[src/rtl/vga_timing_pkg.sv]
`default_nettype none
// ============================================================================
// Module      : vga_timing_pkg
// Description : Shared constants and types for the 640x480@60 Hz VGA timing
//               generator: default porch/sync/visible widths, derived line
//               and frame totals, coordinate width and color bit indices.
// Revision    : 1.0 - initial release
// ============================================================================
package vga_timing_pkg;

    // Coordinate counters are unsigned 12-bit, so totals are limited to 4096.
    localparam int c_coord_w   = 12;

    // Default 640x480@60 Hz timing, in pixels (horizontal) and lines (vertical)
    localparam int c_h_visible = 640;
    localparam int c_h_front   = 16;
    localparam int c_h_sync    = 96;
    localparam int c_h_back    = 48;
    localparam int c_v_visible = 480;
    localparam int c_v_front   = 10;
    localparam int c_v_sync    = 2;
    localparam int c_v_back    = 33;

    // Bit positions inside the 3-bit color word
    localparam int c_color_r   = 2;
    localparam int c_color_g   = 1;
    localparam int c_color_b   = 0;

    typedef logic [c_coord_w-1:0] coord_t;
    // One extra bit so that decode bounds equal to 4096 still compare correctly
    typedef logic [c_coord_w:0]   coord_ext_t;
    typedef logic [2:0]           color_t;

    // Length of one axis: visible + front porch + sync + back porch
    function automatic int axis_total(input int vis, input int fp, input int sw, input int bp);
        return vis + fp + sw + bp;
    endfunction

    localparam int c_h_total = axis_total(c_h_visible, c_h_front, c_h_sync, c_h_back);
    localparam int c_v_total = axis_total(c_v_visible, c_v_front, c_v_sync, c_v_back);

endpackage
`default_nettype wire

[src/rtl/vga_timing_generator_if.sv]
`default_nettype none
// ============================================================================
// Module      : vga_timing_generator_if
// Description : Pixel coordinate bus between the timing generator (master)
//               and the image generator (slave).
//               x, y  : current raster position, driven by the master
//               color : 3-bit color for (x, y), returned combinationally by
//                       the slave (bit2=R, bit1=G, bit0=B)
// Revision    : 1.0 - initial release
// ============================================================================
interface vga_timing_generator_if;
    import vga_timing_pkg::*;

    coord_t x;
    coord_t y;
    color_t color;

    modport master (
        output x,
        output y,
        input  color
    );

    modport slave (
        input  x,
        input  y,
        output color
    );

endinterface
`default_nettype wire

[src/rtl/vga_axis_counter.sv]
`default_nettype none
// ============================================================================
// Module      : vga_axis_counter
// Description : One raster axis counter (horizontal or vertical). Counts
//               0..TOTAL-1 while enabled and decodes the visible and sync
//               regions from the current count.
//   CLOCK_25  in   pixel clock
//   RESET     in   synchronous active-high reset, clears the count
//   en_i      in   advance the count on this edge
//   count_o   out  current count (the register itself)
//   wrap_o    out  enabled and at TOTAL-1: the count returns to 0 this edge
//   visible_o out  count < VISIBLE
//   sync_o    out  SYNC_START <= count < SYNC_START + SYNC_WIDTH
// Revision    : 1.0 - initial release
// ============================================================================
module vga_axis_counter
    import vga_timing_pkg::*;
#(
    parameter int TOTAL      = c_h_total,
    parameter int SYNC_START = c_h_visible + c_h_front,
    parameter int SYNC_WIDTH = c_h_sync,
    parameter int VISIBLE    = c_h_visible
) (
    input  logic   CLOCK_25,
    input  logic   RESET,
    input  logic   en_i,
    output coord_t count_o,
    output logic   wrap_o,
    output logic   visible_o,
    output logic   sync_o
);

    localparam coord_t     c_last       = coord_t'(TOTAL - 1);
    localparam coord_ext_t c_visible    = coord_ext_t'(VISIBLE);
    localparam coord_ext_t c_sync_start = coord_ext_t'(SYNC_START);
    localparam coord_ext_t c_sync_end   = coord_ext_t'(SYNC_START + SYNC_WIDTH);

    coord_t     count_q;
    coord_t     count_d;
    logic       w_wrap;
    coord_ext_t w_count_ext;

    assign w_wrap      = en_i && (count_q == c_last);
    assign w_count_ext = {1'b0, count_q};

    always_comb begin
        count_d = count_q;
        if (w_wrap) begin
            count_d = '0;
        end else if (en_i) begin
            count_d = count_q + coord_t'(1);
        end
    end

    always_ff @(posedge CLOCK_25) begin
        if (RESET) begin
            count_q <= '0;
        end else begin
            count_q <= count_d;
        end
    end

    assign count_o   = count_q;
    assign wrap_o    = w_wrap;
    assign visible_o = (w_count_ext < c_visible);
    assign sync_o    = (w_count_ext >= c_sync_start) && (w_count_ext < c_sync_end);

endmodule
`default_nettype wire

[src/rtl/vga_timing_generator.sv]
`default_nettype none
// ============================================================================
// Module      : vga_timing_generator
// Description : 640x480@60 Hz VGA raster timing from the 25 MHz pixel clock.
//               Presents (x, y) to the image generator, registers its color
//               together with the sync decodes so RGB and sync arrive at the
//               connector aligned, and pulses frame_start for one cycle when
//               (0, 0) is presented after a frame wrap.
//   CLOCK_25    in   pixel clock
//   RESET       in   synchronous active-high reset
//   pix         bus  master side of the pixel coordinate bus (x, y, color)
//   VGA_HS/VS   out  active-low syncs, one cycle behind (x, y)
//   VGA_R/G/B   out  pixel color, one cycle behind (x, y), 0 in blanking
//   frame_start out  one-cycle pulse with the first (0, 0) of each frame
// Revision    : 1.0 - initial release
// ============================================================================
module vga_timing_generator
    import vga_timing_pkg::*;
#(
    parameter int H_VISIBLE = c_h_visible,
    parameter int H_FRONT   = c_h_front,
    parameter int H_SYNC    = c_h_sync,
    parameter int H_BACK    = c_h_back,
    parameter int V_VISIBLE = c_v_visible,
    parameter int V_FRONT   = c_v_front,
    parameter int V_SYNC    = c_v_sync,
    parameter int V_BACK    = c_v_back
) (
    input  logic                          CLOCK_25,
    input  logic                          RESET,
    vga_timing_generator_if.master        pix,
    output logic                          VGA_HS,
    output logic                          VGA_VS,
    output logic                          VGA_R,
    output logic                          VGA_G,
    output logic                          VGA_B,
    output logic                          frame_start
);

    localparam int H_TOTAL = axis_total(H_VISIBLE, H_FRONT, H_SYNC, H_BACK);
    localparam int V_TOTAL = axis_total(V_VISIBLE, V_FRONT, V_SYNC, V_BACK);

    coord_t w_h;
    coord_t w_v;
    logic   w_h_wrap;
    logic   w_v_wrap;
    logic   w_h_vis;
    logic   w_v_vis;
    logic   w_h_sync;
    logic   w_v_sync;

    vga_axis_counter #(
        .TOTAL      (H_TOTAL),
        .SYNC_START (H_VISIBLE + H_FRONT),
        .SYNC_WIDTH (H_SYNC),
        .VISIBLE    (H_VISIBLE)
    ) u_h_counter (
        .CLOCK_25  (CLOCK_25),
        .RESET     (RESET),
        .en_i      (1'b1),
        .count_o   (w_h),
        .wrap_o    (w_h_wrap),
        .visible_o (w_h_vis),
        .sync_o    (w_h_sync)
    );

    // The vertical axis steps once per line, on the horizontal wrap; its own
    // wrap therefore marks the last pixel of the frame.
    vga_axis_counter #(
        .TOTAL      (V_TOTAL),
        .SYNC_START (V_VISIBLE + V_FRONT),
        .SYNC_WIDTH (V_SYNC),
        .VISIBLE    (V_VISIBLE)
    ) u_v_counter (
        .CLOCK_25  (CLOCK_25),
        .RESET     (RESET),
        .en_i      (w_h_wrap),
        .count_o   (w_v),
        .wrap_o    (w_v_wrap),
        .visible_o (w_v_vis),
        .sync_o    (w_v_sync)
    );

    assign pix.x = w_h;
    assign pix.y = w_v;

    // Output stage: everything for pixel (h, v) is captured on the same edge,
    // so sync and color leave the chip together one cycle after (x, y).
    logic   vga_hs_q, vga_hs_d;
    logic   vga_vs_q, vga_vs_d;
    color_t rgb_q, rgb_d;
    logic   frame_start_q, frame_start_d;

    always_comb begin
        vga_hs_d      = ~w_h_sync;
        vga_vs_d      = ~w_v_sync;
        rgb_d         = (w_h_vis && w_v_vis) ? pix.color : '0;
        frame_start_d = w_v_wrap;
    end

    always_ff @(posedge CLOCK_25) begin
        if (RESET) begin
            vga_hs_q      <= 1'b1;
            vga_vs_q      <= 1'b1;
            rgb_q         <= '0;
            frame_start_q <= 1'b0;
        end else begin
            vga_hs_q      <= vga_hs_d;
            vga_vs_q      <= vga_vs_d;
            rgb_q         <= rgb_d;
            frame_start_q <= frame_start_d;
        end
    end

    assign VGA_HS      = vga_hs_q;
    assign VGA_VS      = vga_vs_q;
    assign VGA_R       = rgb_q[c_color_r];
    assign VGA_G       = rgb_q[c_color_g];
    assign VGA_B       = rgb_q[c_color_b];
    assign frame_start = frame_start_q;

endmodule
`default_nettype wire

[src/flat_wrapper.sv]
// flat-port wrapper written by rule: the top's interface ports become plain ports
module vga_timing_generator_flat import vga_timing_pkg::*;
#(
    parameter int H_VISIBLE = c_h_visible,
    parameter int H_FRONT   = c_h_front,
    parameter int H_SYNC    = c_h_sync,
    parameter int H_BACK    = c_h_back,
    parameter int V_VISIBLE = c_v_visible,
    parameter int V_FRONT   = c_v_front,
    parameter int V_SYNC    = c_v_sync,
    parameter int V_BACK    = c_v_back
)
  (CLOCK_25, RESET, VGA_HS, VGA_VS, VGA_R, VGA_G, VGA_B, frame_start, pix_x, pix_y, pix_color);
  vga_timing_generator_if pix_i ();
  input  logic CLOCK_25;
  input  logic RESET;
  output logic VGA_HS;
  output logic VGA_VS;
  output logic VGA_R;
  output logic VGA_G;
  output logic VGA_B;
  output logic frame_start;
  output wire logic [$bits(pix_i.x)-1:0] pix_x;
  output wire logic [$bits(pix_i.y)-1:0] pix_y;
  input wire logic [$bits(pix_i.color)-1:0] pix_color;
  assign pix_x = pix_i.x;
  assign pix_y = pix_i.y;
  assign pix_i.color = pix_color;
  vga_timing_generator #(.H_VISIBLE(H_VISIBLE), .H_FRONT(H_FRONT), .H_SYNC(H_SYNC), .H_BACK(H_BACK), .V_VISIBLE(V_VISIBLE), .V_FRONT(V_FRONT), .V_SYNC(V_SYNC), .V_BACK(V_BACK)) u_core (.CLOCK_25(CLOCK_25), .RESET(RESET), .pix(pix_i), .VGA_HS(VGA_HS), .VGA_VS(VGA_VS), .VGA_R(VGA_R), .VGA_G(VGA_G), .VGA_B(VGA_B), .frame_start(frame_start));
endmodule
[config.mk]
export PLATFORM = sky130hd
export DESIGN_NAME = vga_timing_generator_flat
export DESIGN_NICKNAME = d
export VERILOG_FILES = /design/src/rtl/vga_timing_pkg.sv /design/src/rtl/vga_timing_generator_if.sv /design/src/rtl/vga_axis_counter.sv /design/src/rtl/vga_timing_generator.sv /design/src/flat_wrapper.sv
export SDC_FILE = /design/constraint.sdc
export NUM_CORES = 1
export LEC_CHECK = 0
export CORE_UTILIZATION = 51
export CTS_CLUSTER_DIAMETER = 80
export DETAILED_ROUTE_END_ITERATION = 10
export PLACE_DENSITY = 0.84
export SLEW_MARGIN = 20
export SYNTH_ARGS = -nofsm -noshare
export SYNTH_HDL_FRONTEND = slang
export SYNTH_SLANG_ARGS = --single-unit
export TNS_END_PERCENT = 20
[constraint.sdc]
create_clock -name CLOCK_25 -period 4.3 [get_ports CLOCK_25]
set_clock_uncertainty 0.15 [all_clocks]
set_input_delay 0.645 -clock CLOCK_25 [delete_from_list [all_inputs] [get_ports CLOCK_25]]
set_output_delay 0.645 -clock CLOCK_25 [all_outputs]
set_load 0.005 [all_outputs]
Word-level counts from Yosys, hierarchy flattened

Index checks and enable logic that the tools add are counted.

Add/subtract/negate cells: 2
Order comparisons: 6
Equality and inequality tests: 2
Bitwise operators: 3
Reductions and logical operators: 7

Operators with widths:

| kind                                                         | number |
|---|---|
| adder 12 x 1 -> 12 bit, second input constant                | 2 |
| equality test 12 x 10 -> 1 bit, second input constant        | 2 |
| less-than comparator 12 x 10 -> 1 bit, second input constant | 2 |
| less-than comparator 12 x 9 -> 1 bit, second input constant  | 2 |
| >= comparator 12 x 10 -> 1 bit, second input constant        | 1 |
| >= comparator 12 x 9 -> 1 bit, second input constant         | 1 |
| OR reduction 2 bit                                           | 3 |
| logical AND 1 bit                                            | 4 |
| NOT 1 bit                                                    | 3 |

Flip-flop bits (word level): 30

Longest topological paths before layout

Depth in word-level cells: 4
Depth in mapped cells: 6
Gate-level depth less buffers: 5

By module

From an unflattened synthesis, not the netlist that was laid out.

Cells, all modules: 155
Area total of the unflattened synthesis: 1,441.4 um2

By module, submodules not included:

| module                                | times used | cells each | area an instance (um2) | seq. area each (um2) |
|---|---|---|---|---|
| vga_axis_counter (u_core.u_h_counter) | 1          | 74         | 649.4                  | 240.2 |
| vga_axis_counter (u_core.u_v_counter) | 1          | 68         | 616.8                  | 240.2 |
| vga_timing_generator                  | 1          | 13         | 175.2                  | 120.1 |

Worst setup path after synthesis

No wires, ideal clock.

Kind: reg-to-reg
From: register u_core.u_h_counter.count_q[8], in the netlist u_core.u_h_counter.count_o[8]
To: register u_core.u_v_counter.count_q[9], in the netlist u_core.u_v_counter.count_o[9]
Setup time: 0.071 ns
Data arrival time: 1.975 ns
Required time: 4.079 ns
Slack: 2.104 ns
Stages on the path, launching flop included: 6
Path buffers: 1
Period minus slack after synthesis: 2.196 ns
Cell sequence: dfxtp_1 > or4b_1 > buf_2 > or4_4 > or3_1 > a21oi_1

Longest elaborated chain between the ends: 3

Ends and longest elaborated chain:

| item                             | line                   | text |
|---|---|---|
| start: declaration               | vga_axis_counter.sv:38 | `coord_t count_q;` |
| start signal: assignment         | vga_axis_counter.sv:59 | `count_q <= count_d;` |
| equality test 12 x 10 -> 1 bit * | vga_axis_counter.sv:43 | `assign w_wrap = en_i && (count_q == c_last);` |
| logical AND 1 bit                | vga_axis_counter.sv:43 |  |
| OR reduction 2 bit (no line)     | -                      |  |
| end signal: assignment           | vga_axis_counter.sv:59 |  |
| end: declaration                 | vga_axis_counter.sv:38 |  |

Every way passes the cells marked *; elsewhere a longest branch is shown, timed or not.
A chain may end at the register's enable or synchronous reset.

Worst setup path after layout

Ends and elaborated chain as after synthesis.

==> flow_summary_export.csv <==
group,metric,value,unit
sta,final-max-slew-violation-count,0,
routing,vias,1262,
pwr,powerDensity,256,nW/µm²
sta,max_slew.worst_pin.slew,0.656,ns
cts,postCtsSetupRepairBufs,0,
sta,setup-violations-final,0,
worst_setup_path,worst_path_dominant_cell_family,"simple AND/OR/NAND/NOR gates",
floorplanning,boundaryPins,35,
place,post_dp_cell_area,1730,µm²
floorplanning,die_w,53.9,µm
sta,grt_setup_unrepaired,"false",
synth,post_synth_cell_types,30,
cts,htreeDepth,2,
layout,layout.nets,204,
cts,worstSkewPairLatency,0.32,ns
cts,numCtsBuffers,5,
routing,detail_route.first_pass.iterations,4,
place,dp_hpwl,2.25,mm
global_route,grt_pass1_vias,1148,
synth,ys_warn_count,0,
synth,yosysSeqAreaShare,43.7,%
cts,cts_resized,0,
routing,initialDrtViolationCount,40,
worst_setup_path,startpoint_of_the_worst_setup_timing_path,"u_core.u_h_counter.count_o[8]",
worst_setup_path,worst_ep_required_time,4.40,ns
worst_setup_path,critical_path.max_stage_delay,0.62,ns
floorplanning,fp.dieH,53.9,µm
layout,finish.cell_count_without_fillers,225,
routing,detail_route.wl_per_cell,13.7,µm
layout,final_cell_area,1770,µm²
worst_setup_path,path_cells,"or4b_1 > or4_4 > or3_1 > a21oi_1",
global_route,initial_antenna_violation_count,0,
worst_setup_path,crit_path_max_fanout,8,
worst_setup_path,cpMaxStageDelayCell,"sky130_fd_sc_hd__or4b_1",
routing,route.detailed.drc,0,
pwr,peakVddDrop,0.257,mV
worst_setup_path,worstPathArrival,2.47,ns
floorplanning,core,2520,µm²
worst_setup_path,r2r-start,"u_core.u_h_counter.count_o[8]",
worst_setup_path,crit_path_start_kind,"flip-flop",
global_route,total_global_routing_overflow,0,
routing,vias_per_cell,5.61,
sta,period_share,55.1,%
worst_setup_path,worst-path-buf-inv,0,
layout,area_growth_syn_to_layout,29.0,%
flow_run,cap_violations,0,
routing,postRouteAntennaNets,0,
pwr,leakage,0.000609,µW
global_route,grt_pass1_wl,5.00,mm
floorplanning,core.rowCount,18,
synth,avgSynthCellArea,8.59,µm²
floorplanning,die-area,2910,µm²
cts,cts.sink_count,30,
sta,worst_slew_margin_rel,55.9,%
cts,cts_root_buf,"sky130_fd_sc_hd__clkbuf_4",
synth,postSynthCellCount,160,
sta,setup-tns-final,0,ns
worst_setup_path,ff2ff_setup_slack,1.93,ns
worst_setup_path,cp-end-kind,"flip-flop",
worst_setup_path,critPathKind,"flip-flop to flip-flop",
cts,clk_path_buf_depth,2,
sta,fin_worst_hold_slack,0.367,ns
layout,antennaDiodeCount,0,
cts,clk_pin_slew_worst_paths,0.08,ns
sta,maximum_frequency_from_static_timing_analysis,422,MHz
run_status,outcome,"finished, final reports clean",
sta,final_period_minus_worst_setup_slack,2.37,ns
sta,hold_viol_final,0,
cts,post_cts_hold_buffer_count,0,
synth,synth_seq_cells,30,
place,io_buffer_count,34,
global_route,grt_start_max_net_pins,12,
cts,tritoncts_clock_tree,"built",
floorplanning,initial_standard_cell_utilization_of_the_core,54.5,%
global_route,gr-usage-all-layers,24.6,%
routing,routed_wirelength,3.08,mm
worst_hold_path,hold_start,"u_core.u_v_counter.count_o[8]",
worst_hold_path,hold_path.class,"flip-flop to flip-flop",
layout,layout-drive-gt1-share,3.59,%
synth,synth_area,1380,µm²
place,gp_congestion,0.853,
synth,synth.net_count,169,
place,dp_cells,218,
placed cells by master (no fill, tap or decap), types with 2 or more instances in the layout:
| cell | n |
|---|---|
| sky130_fd_sc_hd__nand4_1 | 6 |
| sky130_fd_sc_hd__and4_1 | 3 |
| sky130_fd_sc_hd__nor4b_1 | 3 |
| sky130_fd_sc_hd__ha_1 | 4 |
| sky130_fd_sc_hd__clkbuf_4 | 5 |
| sky130_fd_sc_hd__nor3_1 | 3 |
| sky130_fd_sc_hd__clkbuf_1 | 2 |
| sky130_fd_sc_hd__a21oi_1 | 8 |
| sky130_fd_sc_hd__and2_1 | 2 |
| sky130_fd_sc_hd__or4_4 | 2 |
| sky130_fd_sc_hd__xor2_1 | 7 |
| sky130_fd_sc_hd__nand2_1 | 8 |
| sky130_fd_sc_hd__xnor2_1 | 7 |
| sky130_fd_sc_hd__nand2b_1 | 2 |
| sky130_fd_sc_hd__clkdlybuf4s50_1 | 34 |
| sky130_fd_sc_hd__o21ai_0 | 6 |
| sky130_fd_sc_hd__or3_1 | 6 |
| sky130_fd_sc_hd__inv_1 | 11 |
| sky130_fd_sc_hd__nor2_1 | 20 |
| sky130_fd_sc_hd__nor4_1 | 5 |
| sky130_fd_sc_hd__dfxtp_1 | 30 |
| sky130_fd_sc_hd__nand3_1 | 11 |
| sky130_fd_sc_hd__and3_1 | 2 |
worst min-delay path, stage by stage (launching register included):
cell and delay (ns):
sky130_fd_sc_hd__dfxtp_1 0.34, sky130_fd_sc_hd__o21ai_0 0.08, sky130_fd_sc_hd__a21oi_1 0.06
per-layer routing:
layer  up-vias  global-route usage, %  wire length, µm
li1        631                      -                -
met1       580                   28.4             1340
met2        49                   41.8             1510
met3         2                   7.06              211
met4         0                   11.0               12
met5         -                      0                0
flip-flops by register name, summed over array words and instances (netlist names):
register	cells
u_core.rgb_q	3
u_core.u_v_counter.count_o	12
u_core.u_h_counter.count_o	12
u_core.VGA_HS	1
u_core.VGA_VS	1
u_core.frame_start	1
final timing paths:
path	endpoint	cells after the start
setup / recovery	u_core.u_v_counter.count_o[9]	4
hold / removal	u_core.u_v_counter.count_o[8]	2
setup reg to reg	u_core.u_v_counter.count_o[9]	4
hold reg to reg	u_core.u_v_counter.count_o[8]	2
kinds of logic (layout without fill, tap and decap cells):
kind of cell	count (synthesis)	after routing	synth area share, %
compound gates	17	17	7.01
buf+inv	17	52	4.73
simple gates	78	78	32.0
flops	30	30	43.7
fa+ha+maj	4	4	3.64
xor+xnor	14	14	8.92
cells in the mapped netlist:
cell type	instances	area share [%]
sky130_fd_sc_hd__nand4b_1	1	0.64
sky130_fd_sc_hd__or4_4	2	1.6
sky130_fd_sc_hd__a41o_1	1	0.73
sky130_fd_sc_hd__or4b_1	1	0.73
sky130_fd_sc_hd__nor2_1	20	5.5
sky130_fd_sc_hd__nor4_1	5	2.3
sky130_fd_sc_hd__or3_1	6	2.7
sky130_fd_sc_hd__clkbuf_1	5	1.4
sky130_fd_sc_hd__buf_2	1	0.36
sky130_fd_sc_hd__nand3_1	11	4.0
sky130_fd_sc_hd__a21oi_1	8	2.9
sky130_fd_sc_hd__nor3b_1	1	0.55
sky130_fd_sc_hd__nand4bb_1	1	0.82
sky130_fd_sc_hd__nor4b_1	3	1.9
sky130_fd_sc_hd__and2_1	2	0.91
sky130_fd_sc_hd__or3b_1	1	0.64
sky130_fd_sc_hd__and4_1	3	1.9
sky130_fd_sc_hd__a21o_1	1	0.55
sky130_fd_sc_hd__o41ai_1	1	0.64
sky130_fd_sc_hd__nand2_1	8	2.2
sky130_fd_sc_hd__nand2b_1	2	0.91
sky130_fd_sc_hd__xnor2_1	7	4.5
sky130_fd_sc_hd__dfxtp_1	30	44
sky130_fd_sc_hd__inv_1	11	3.0
sky130_fd_sc_hd__nand4_1	6	2.7
sky130_fd_sc_hd__ha_1	4	3.6
sky130_fd_sc_hd__and3_1	2	0.91
sky130_fd_sc_hd__o21ai_0	6	2.2
sky130_fd_sc_hd__xor2_1	7	4.5
sky130_fd_sc_hd__nor3_1	3	1.1
where the power goes:
group          total, µW  internal [µW]  switching, µW
registers            285            281           3.45
logic               23.2           13.0           10.2
clock network        147           61.5           85.5
total                455            356           99.2
layout make-up:
class,count,area (µm²)
sequential,30,601
clock buffer,7,45.0
fill,212,748
timing repair buffer,34,340
multi-input combinational,113,709
tap,30,37.5
inverter,11,41.3
through the flow:
stage	setup slack [ns]	power, µW	util, %
finish	1.93	455	70.3
detailed placement	1.99	315	68.6
global route	1.87	479	70.3
floorplan	2.10	301	-
CTS	1.96	460	70.3
global placement	2.05	314	68.6
No activity file was read; power rests on OpenSTA's default activity.
